### src/rtl/menu_pkg.sv
// Shared definitions for the game's top-level menu: screen codes, key
// bit positions and masks, and the single-key qualifier.
package menu_pkg;

  // The screen code doubles as the state encoding of the menu FSM.
  typedef enum logic [1:0] {
    SCR_GAME  = 2'b00,
    SCR_TITLE = 2'b01,
    SCR_CTRL  = 2'b10,
    SCR_CAR   = 2'b11
  } screen_e;

  localparam int KEY_W   = 6;
  localparam int K_UP    = 0;
  localparam int K_DOWN  = 1;
  localparam int K_LEFT  = 2;
  localparam int K_RIGHT = 3;
  localparam int K_ENTER = 4;
  localparam int K_ESC   = 5;

  localparam logic [KEY_W-1:0] KEY_UP_M    = 6'b000001;
  localparam logic [KEY_W-1:0] KEY_DOWN_M  = 6'b000010;
  localparam logic [KEY_W-1:0] KEY_LEFT_M  = 6'b000100;
  localparam logic [KEY_W-1:0] KEY_RIGHT_M = 6'b001000;
  localparam logic [KEY_W-1:0] KEY_ENTER_M = 6'b010000;
  localparam logic [KEY_W-1:0] KEY_ESC_M   = 6'b100000;

  // True when exactly one bit of v is set.
  function automatic logic one_hot(input logic [KEY_W-1:0] v);
    return (v != '0) && ((v & (v - 1'b1)) == '0);
  endfunction

endpackage

### src/rtl/key_edge_detect.sv
// Rising-edge detector for a vector of level inputs. History resets to
// all ones so a level already high when reset releases is not an edge.
module key_edge_detect #(
  parameter int W = 7
) (
  input  logic         clk,
  input  logic         rst_n,
  input  logic [W-1:0] din,
  output logic [W-1:0] rise
);

  logic [W-1:0] prev_q;

  always_ff @(posedge clk or negedge rst_n) begin
    if (!rst_n) prev_q <= '1;
    else        prev_q <= din;
  end

  assign rise = din & ~prev_q;

endmodule

### src/rtl/menu_select_fsm.sv
// Top-level menu sequencer: TITLE -> CAR_SELECT -> CONTROL_SELECT -> GAME
// with ESC back-navigation, wrap-around selection arrow and lap-timer start.
module menu_select_fsm
  import menu_pkg::*;
#(
  parameter int N_CARS     = 4,
  parameter int N_CONTROLS = 2,
  parameter int IDX_W      = 3,
  parameter int CAR_X0     = 208,
  parameter int CAR_DX     = 192,
  parameter int CAR_Y      = 480,
  parameter int CTRL_X0    = 256,
  parameter int CTRL_DX    = 384,
  parameter int CTRL_Y     = 576
) (
  input  logic             pclk,
  input  logic             rst,
  input  logic [5:0]       key,
  input  logic             any_key,
  output logic [1:0]       screen,
  output logic             arrow_visible,
  output logic [10:0]      arrow_xpos,
  output logic [10:0]      arrow_ypos,
  output logic [IDX_W-1:0] car_sel,
  output logic [IDX_W-1:0] control_sel,
  output logic             sel_valid,
  output logic             lap_timer_start,
  output logic             game_active
);

  localparam logic [IDX_W-1:0] CAR_LAST  = IDX_W'(N_CARS - 1);
  localparam logic [IDX_W-1:0] CTRL_LAST = IDX_W'(N_CONTROLS - 1);

  function automatic logic [10:0] pos(input int base, input int pitch,
                                      input logic [IDX_W-1:0] idx);
    return 11'(base + int'(idx) * pitch);
  endfunction

  logic [KEY_W-1:0] press;
  logic [KEY_W-1:0] key_evt;
  logic             any_evt;

  key_edge_detect #(.W(KEY_W + 1)) u_edge (
    .clk   (pclk),
    .rst_n (rst),
    .din   ({any_key, key}),
    .rise  ({any_evt, press})
  );

  // Chords are discarded as a whole rather than resolved by priority.
  assign key_evt = one_hot(press) ? press : '0;

  screen_e          state_q, state_d;
  logic [IDX_W-1:0] cursor_q, cursor_d;
  logic [IDX_W-1:0] car_q, car_d;
  logic [IDX_W-1:0] ctrl_q, ctrl_d;
  logic             valid_q, valid_d;
  logic             lap_q, lap_d;
  logic             vis_q, vis_d;
  logic [10:0]      x_q, x_d;
  logic [10:0]      y_q, y_d;
  logic             game_q, game_d;

  always_ff @(posedge pclk or negedge rst) begin
    if (!rst) begin
      state_q  <= SCR_TITLE;
      cursor_q <= '0;
      car_q    <= '0;
      ctrl_q   <= '0;
      valid_q  <= 1'b0;
      lap_q    <= 1'b0;
      vis_q    <= 1'b0;
      x_q      <= '0;
      y_q      <= '0;
      game_q   <= 1'b0;
    end else begin
      state_q  <= state_d;
      cursor_q <= cursor_d;
      car_q    <= car_d;
      ctrl_q   <= ctrl_d;
      valid_q  <= valid_d;
      lap_q    <= lap_d;
      vis_q    <= vis_d;
      x_q      <= x_d;
      y_q      <= y_d;
      game_q   <= game_d;
    end
  end

  always_comb begin
    state_d  = state_q;
    cursor_d = cursor_q;
    car_d    = car_q;
    ctrl_d   = ctrl_q;
    valid_d  = valid_q;
    lap_d    = 1'b0;

    case (state_q)
      SCR_TITLE: begin
        if (any_evt) begin
          state_d  = SCR_CAR;
          cursor_d = '0;
          valid_d  = 1'b0;
        end
      end
      SCR_CAR: begin
        if (key_evt[K_RIGHT]) begin
          cursor_d = (cursor_q == CAR_LAST) ? '0 : cursor_q + 1'b1;
        end else if (key_evt[K_LEFT]) begin
          cursor_d = (cursor_q == '0) ? CAR_LAST : cursor_q - 1'b1;
        end else if (key_evt[K_ENTER]) begin
          car_d    = cursor_q;
          cursor_d = valid_q ? ctrl_q : '0;
          state_d  = SCR_CTRL;
        end else if (key_evt[K_ESC]) begin
          state_d = SCR_TITLE;
        end
      end
      SCR_CTRL: begin
        if (key_evt[K_RIGHT]) begin
          cursor_d = (cursor_q == CTRL_LAST) ? '0 : cursor_q + 1'b1;
        end else if (key_evt[K_LEFT]) begin
          cursor_d = (cursor_q == '0) ? CTRL_LAST : cursor_q - 1'b1;
        end else if (key_evt[K_ENTER]) begin
          ctrl_d  = cursor_q;
          valid_d = 1'b1;
          lap_d   = 1'b1;
          state_d = SCR_GAME;
        end else if (key_evt[K_ESC]) begin
          cursor_d = car_q;
          state_d  = SCR_CAR;
        end
      end
      SCR_GAME: begin
        if (key_evt[K_ESC]) state_d = SCR_TITLE;
      end
      default: state_d = SCR_TITLE;
    endcase
  end

  // Display outputs are derived from next-state values so they change on
  // the same edge that samples the key event.
  always_comb begin
    vis_d  = 1'b0;
    x_d    = '0;
    y_d    = '0;
    game_d = (state_d == SCR_GAME);
    case (state_d)
      SCR_CAR: begin
        vis_d = 1'b1;
        x_d   = pos(CAR_X0, CAR_DX, cursor_d);
        y_d   = 11'(CAR_Y);
      end
      SCR_CTRL: begin
        vis_d = 1'b1;
        x_d   = pos(CTRL_X0, CTRL_DX, cursor_d);
        y_d   = 11'(CTRL_Y);
      end
      default: ;
    endcase
  end

  assign screen          = state_q;
  assign arrow_visible   = vis_q;
  assign arrow_xpos      = x_q;
  assign arrow_ypos      = y_q;
  assign car_sel         = car_q;
  assign control_sel     = ctrl_q;
  assign sel_valid       = valid_q;
  assign lap_timer_start = lap_q;
  assign game_active     = game_q;

endmodule

### config.mk
export PLATFORM = sky130hd
export DESIGN_NAME = menu_select_fsm
export DESIGN_NICKNAME = d
export VERILOG_FILES = /design/src/rtl/menu_pkg.sv /design/src/rtl/key_edge_detect.sv /design/src/rtl/menu_select_fsm.sv
export SDC_FILE = /design/constraint.sdc
export NUM_CORES = 1
export LEC_CHECK = 0
export CAP_MARGIN = 20
export CORE_MARGIN = 10
export CORE_UTILIZATION = 40
export CTS_BUF_LIST = sky130_fd_sc_hd__clkbuf_4 sky130_fd_sc_hd__clkbuf_8
export DETAILED_ROUTE_END_ITERATION = 10
export PLACE_DENSITY = 0.66
export SLEW_MARGIN = 20
export SYNTH_ARGS = -nofsm -noshare
export SYNTH_HDL_FRONTEND = slang
export SYNTH_HIERARCHICAL = 1
export SYNTH_SLANG_ARGS = --single-unit
### constraint.sdc
create_clock -name pclk -period 4.3 [get_ports pclk]
set_input_delay 0.86 -clock pclk [delete_from_list [all_inputs] [get_ports pclk]]
set_output_delay 0.86 -clock pclk [all_outputs]
set_load 0.03 [all_outputs]
==> flow_summary_export.csv, run 1 <==
group,metric,value,unit
placed_design,gp_congestion,0.9202,
cts,cts.clk_slew.worst_paths,90,ps
sta,setup_slack,300.9,ps
detailed_routing,wl,4240,um
die,initial_core_util,42.34,%
yosys,synth_top_area_share,26.60,%
yosys,ys_warn_count,6,
die,rows,24,
yosys,synth.area.mux_share,2.327,%
yosys,yosys.area_share.simple,21.54,%
cts,ctsHoldBuffers,0,
grt,grt_max_degree,25,
sta,timing.fmax,0.2501,GHz
sta,setup_viol,0,
yosys,synth-xor-area-share,3.191,%
cts,htreeDepth,1,
yosys,synth_top_flop_cell,"dfrtp_1",
yosys,avgSynthCellArea,9.552,um^2
placed_design,port_buffers,31,
worst_setup_path,end_kind,"flop",
detailed_routing,antenna_left,0,
yosys,synth_seq_area_share,37.77,%
cts,root_buffer,"clkbuf_8",
finish,drive_gt1_share,18.03,%
power,p_seq_share,28.9,%
yosys,synth-compound-area-share,14.23,%
power,power.internal,0.0008213,W
placed_design,dp_slack,3.169,ps
yosys,mappedNetlistArea,1882,um^2
yosys,synth_top_family_by_area,"simple AND/OR/NAND/NOR gates",
power,irDropWorstVdd,0.2622,mV
die,die_y,88.59,um
sta,setup_tns,0,ps
grt,first_global_vias,1470,
cts,cts_tree,"built",
detailed_routing,vias,1490,
min_path,worstHoldPathType,"flop to flop",
die,core,4444,um^2
cts,cts_buffer_depth,2,
detailed_routing,post_drt_wl_per_cell,14.88,um
power,clock_power_share,13.6,%
die,dieArea,7848,um^2
worst_setup_path,path_class,"primary input to flop",
power,p_per_area,651.7,nW/um^2
cts,clkSinkCount,28,
run,maxCapViolations,0,
finish,final_cell_mix,"clkdlybuf4s50_1 (30), nand2_1 (20), dfrtp_1 (20)",
worst_setup_path,cp.arrival,4200,ps
finish,final_common_cell,"clkdlybuf4s50_1",
detailed_routing,drcViolationCount,0,
outcome,status,"completed",
detailed_routing,viasPerCell,5.228,
sta,hold_viol,0,
yosys,synth_edf_count,0,
finish,area_delta_synth_final,22.54,%
cts,worstSkewPairLatency,270,ps
power,combPwrFrac,57.5,%
worst_setup_path,cp-start-kind,"primary input",
power,switching_share,45.35,%
worst_setup_path,required,4500,ps
power,power,0.001503,W
grt,grt_pass1_wl,7051,um
finish,num_antenna_cells,0,
yosys,synth_area_leaders,"dfrtp_1 (27%), dfstp_2 (11%), ha_1 (8.6%)",
cts,post_cts_buffers,0,
sta,worst_pin_slew,536.5,ps
yosys,synth.distinct_cells,47,
worst_setup_path,critPathMaxFanout,6,
detailed_routing,dr.first_iter.drc_count,184,
grt,grt_usage,11.08,%
sta,period_minus_slack,3999,ps
yosys,yosys.area_share.adder,9.707,%
cts,post_cts_resized,0,
yosys,async_flop_share,100.0,%
detailed_routing,firstDrtPassIters,4,
placed_design,hpwl,3313,um
grt,antenna_found_initial,0,
sta,grt_setup_unrepaired,"false",
sta,period_share,93.00,%
yosys,syn_inst,197,
finish,num-nets-final,257,
sta,fin_skew,5.735,ps
yosys,synth-seq-cells,28,
grt,grt_overflow,0,
sta,slew_violations,0,
yosys,synth_top_area_cell,"dfrtp_1",
die,io_pins,43,
die,die_w,88.59,um
power,switchingPower,0.0006814,W
cts,numCtsBuffers,3,
power,static-leakage-power,1.055,nW
finish,fill_cells,420,
sta,maxSlewHeadroom,64.24,%
[worst max-delay path, cell delays in order]
cell and delay, ps:
clkdlybuf4s50_1 420, nor2b_4 160, or3_1 390, or3_1 380
a311oi_1 230, o21ai_1 150, nand2_2 100, ha_1 170
inv_1 60, fa_1 520, inv_1 60, ha_1 210
a31oi_1 160, o21ai_1 90, xor2_1 140, o21ai_1 110
[layout make-up]
type	count	area, um^2	share of cell area (%)
multi-input cells	142	1007	43.68
clock inverters	1	30.03	1.302
well taps	52	65.06	2.821
flip-flops and latches	28	710.7	30.82
inverters	17	63.81	2.767
clock buffers	3	41.29	1.791
repair buffers	42	387.9	16.82
[worst paths after layout]
kind	to	cells past startpoint	slack [ps]	startpoint
worst min-delay path	control_sel[2]$_DFFE_PN0P_	2	520	control_sel[2]$_DFFE_PN0P_
max in group asynchronous	u_edge/prev_q[3]$_DFF_PN1_	2	3180	rst
worst max-delay path	arrow_xpos[9]$_DFF_PN0_	16	300	key[1]
min in group asynchronous	car_sel[2]$_DFFE_PN0P_	1	550	rst
worst max register to register	arrow_xpos[10]$_DFF_PN0_	15	820	cursor_q[0]$_DFF_PN0_
worst min register to register	control_sel[2]$_DFFE_PN0P_	2	520	control_sel[2]$_DFFE_PN0P_
[cells by family (layout without fill, tap and decap cells)]
family                   count (synthesis)  in the layout
AND/OR/NAND/NOR                         65             65
AO/OA/AOI/OAI                           42             42
buffers and inverters                   37             63
flip-flops                              28             28
adder cells (fa/ha/maj)                 14             14
XOR/XNOR                                 6              6
multiplexers                             4              4
other                                    1             11
[metal layers]
layer / track usage (%) / part of all wire [%]
met1: 14.29 / 44
met2: 18.08 / 47
met3: 1.654 / 7.1
met4: 4.552 / 2.4
met5: 0 / 0
[metrics by stage]
stage / area (um^2) / util [%] / hold WS [ps] / cells
global route: 2306 / 51.89 / 582.0 / 285
CTS: 2305 / 51.86 / 530.2 / 285
floorplan: 1919 / - / 549.7 / 207
finish: 2306 / 51.89 / 523.3 / 285
global placement: 2233 / 50.25 / 487.4 / 281
detailed placement: 2233 / 50.25 / 506.7 / 281
[power by group through the flow]
stage                     sequential, W  combinational (W)  clock, W
final                          0.000434           0.000865  0.000204
after global routing           0.000449           0.000965  0.000224
after CTS                      0.000434           0.000869  0.000214
after detailed placement       0.000439           0.000861         0
after global placement         0.000433           0.000858         0
after floorplan                0.000507           0.000521         0
[synthesized netlist by cell type, types with 2 or more instances]
library cell / n
dfrtp_1: 20
a211oi_1: 3
nor2b_1: 4
o21ai_1: 2
mux2_2: 3
ha_1: 13
xnor2_1: 4
nor2_1: 12
or3_1: 2
nor3_1: 6
dfstp_2: 8
a21oi_1: 11
clkbuf_1: 2
inv_1: 17
buf_4: 16
nand2_1: 20
nor2b_4: 7
o211ai_1: 2
nand3_1: 4
a31oi_1: 4
o21ai_0: 11
[registers in the layout (all words and copies together), names as in the netlist]
register,count
arrow_xpos,5
arrow_ypos,2
car_sel,3
control_sel,3
cursor_q,3
game_active,1
lap_timer_start,1
screen,2
sel_valid,1
u_edge/prev_q,7
Power figures use the tool's default switching activity.
==> run 2: changes to the inputs <==
--- a/config.mk
+++ b/config.mk
@@ -5,7 +5,7 @@
 export SDC_FILE = /design/constraint.sdc
 export NUM_CORES = 1
 export LEC_CHECK = 0
-export CAP_MARGIN = 20
+export CAP_MARGIN = 30
 export CORE_MARGIN = 10
 export CORE_UTILIZATION = 40
 export CTS_BUF_LIST = sky130_fd_sc_hd__clkbuf_4 sky130_fd_sc_hd__clkbuf_8
==> flow_summary_export.csv, run 2 (synthesis results as in run 1) <==
group,metric,value,unit
power,irDropWorstVdd,0.2212,mV
die,initial_core_util,42.34,%
cts,ctsHoldBuffers,0,
worst_setup_path,critPathMaxFanout,6,
worst_setup_path,required,4500,ps
cts,cts_tree,"built",
die,rows,24,
die,core,4444,um^2
worst_setup_path,cp.arrival,4270,ps
detailed_routing,vias,1467,
cts,worstSkewPairLatency,270,ps
sta,fin_skew,4.902,ps
detailed_routing,antenna_left,0,
detailed_routing,firstDrtPassIters,4,
sta,period_share,94.63,%
cts,post_cts_buffers,0,
cts,cts.clk_slew.worst_paths,90,ps
finish,area_delta_synth_final,23.54,%
cts,cts_buffer_depth,2,
finish,fin_area,2325,um^2
placed_design,hpwl,3329,um
min_path,holdPathEnd,"control_sel[1]$_DFFE_PN0P_",
detailed_routing,wl_met2,1954,um
grt,grt_max_degree,18,
die,die_y,88.59,um
placed_design,place_inst,282,
sta,maxSlewHeadroom,65.97,%
cts,htreeDepth,1,
sta,slew_violations,0,
finish,drive_gt1_share,17.95,%
detailed_routing,drcViolationCount,0,
finish,multi_input_area,1006,um^2
detailed_routing,dr.first_iter.drc_count,131,
cts,numCtsBuffers,3,
placed_design,place_area,2248,um^2
outcome,status,"completed",
min_path,worstHoldPathCells,2,
finish,num-nets-final,258,
worst_setup_path,worstReg2RegEnd,"arrow_xpos[9]$_DFF_PN0_",
finish,register_area,710.7,um^2
cts,clkSinkCount,28,
worst_setup_path,rr_startpoint,"u_edge/prev_q[1]$_DFF_PN1_",
detailed_routing,wl_met3,320,um
sta,worst_pin_slew,510.4,ps
worst_setup_path,end_kind,"flop",
placed_design,gp_congestion,0.9202,
detailed_routing,viasPerCell,5.129,
sta,timing.hold.ws,521.9,ps
worst_setup_path,cp-start-kind,"primary input",
finish,largest_register_ffs,7,
finish,num_antenna_cells,0,
cts,root_buffer,"clkbuf_8",
power,static-leakage-power,1.062,nW
min_path,hold_start,"control_sel[1]$_DFFE_PN0P_",
grt,grt_overflow,0,
sta,timing.fmax,0.2458,GHz
detailed_routing,post_drt_wl_per_cell,14.22,um
finish,final_cell_mix,"clkdlybuf4s50_1 (31), nand2_1 (20), dfrtp_1 (20)",
worst_setup_path,reg2reg_slack,790,ps
sta,hold_viol,0,
placed_design,port_buffers,31,
min_path,worstHoldPathType,"flop to flop",
power,p_per_area,644.2,nW/um^2
finish,final_cells,286,
grt,grt_pass1_wl,6789,um
die,dieArea,7848,um^2
detailed_routing,dr.max_layer_used,"met4",
run,maxCapViolations,0,
cts,post_cts_resized,0,
finish,final_common_cell,"clkdlybuf4s50_1",
finish,largest_register,"u_edge/prev_q",
grt,antenna_found_initial,0,
sta,grt_setup_unrepaired,"false",
sta,setup_viol,0,
worst_setup_path,path_class,"primary input to flop",
worst_setup_path,reg2regPathDepth,15,
grt,grt_usage,10.87,%
finish,fill_cells,413,
detailed_routing,met1_length,1730,um
detailed_routing,wl,4068,um
die,io_pins,43,
die,die_w,88.59,um
grt,first_global_vias,1426,
sta,period_minus_slack,4069,ps
finish,fin_util,52.31,%
==> run 2: changes by cell type in the layout (fill, tap and decap cells not counted), sizes merged <==
cell           change
clkdlybuf4s50      +1
==> run 2: worst max-delay path by stage <==
stage,startpoint,endpoint,slack (ps),cells after the start
floorplan,key[5],arrow_xpos[9]$_DFF_PN0_,500,16
global placement,key[1],arrow_xpos[9]$_DFF_PN0_,20,18
detailed placement,key[1],arrow_xpos[9]$_DFF_PN0_,-10,18
CTS,key[1],arrow_xpos[9]$_DFF_PN0_,240,18
global route,key[1],arrow_xpos[10]$_DFF_PN0_,10,17
finish,key[1],arrow_xpos[9]$_DFF_PN0_,230,16
==> run 2: power breakdown <==
part           switching (W)  total [W]  internal [W]
logic               0.000508   0.000864      0.000356
clock network      0.0000802   0.000205      0.000125
registers          0.0000875   0.000429      0.000341
==> run 2: through the flow <==
step / setup WS, ps / total power, W / setup TNS (ps)
floorplan: 498.5 / 0.001028 / 0
global placement: 20.42 / 0.001292 / 0
detailed placement: -12.63 / 0.001299 / -12.69
CTS: 236.1 / 0.001514 / 0
global route: 13.27 / 0.001633 / 0
finish: 231.1 / 0.001498 / 0
==> run 2: layer usage <==
metal	global-route usage [%]	vias up
met1	13.32	690
met3	2.114	5
li1	-	719
met2	17.95	53
met4	5.140	0
met5	0	-
==> run 2: layout make-up <==
class / instances / share of cell area (%)
Timing Repair Buffer: 43 / 17.55
Tap cell: 52 / 2.799
Sequential cell: 28 / 30.57
Inverter: 17 / 2.745
Clock inverter: 1 / 1.292
Multi-Input combinational cell: 142 / 43.27
Clock buffer: 3 / 1.776
==> run 2: worst max-delay path, stage by stage <==
cell and delay [ps]:
clkdlybuf4s50_1 420, nor2b_4 160, or3_1 380, or3_1 380
a311oi_1 240, o21ai_1 150, nand2_2 100, ha_1 170
inv_1 60, fa_1 520, inv_1 60, ha_1 220
a31oi_1 130, o21ai_0 120, xor2_1 150, o21ai_1 130
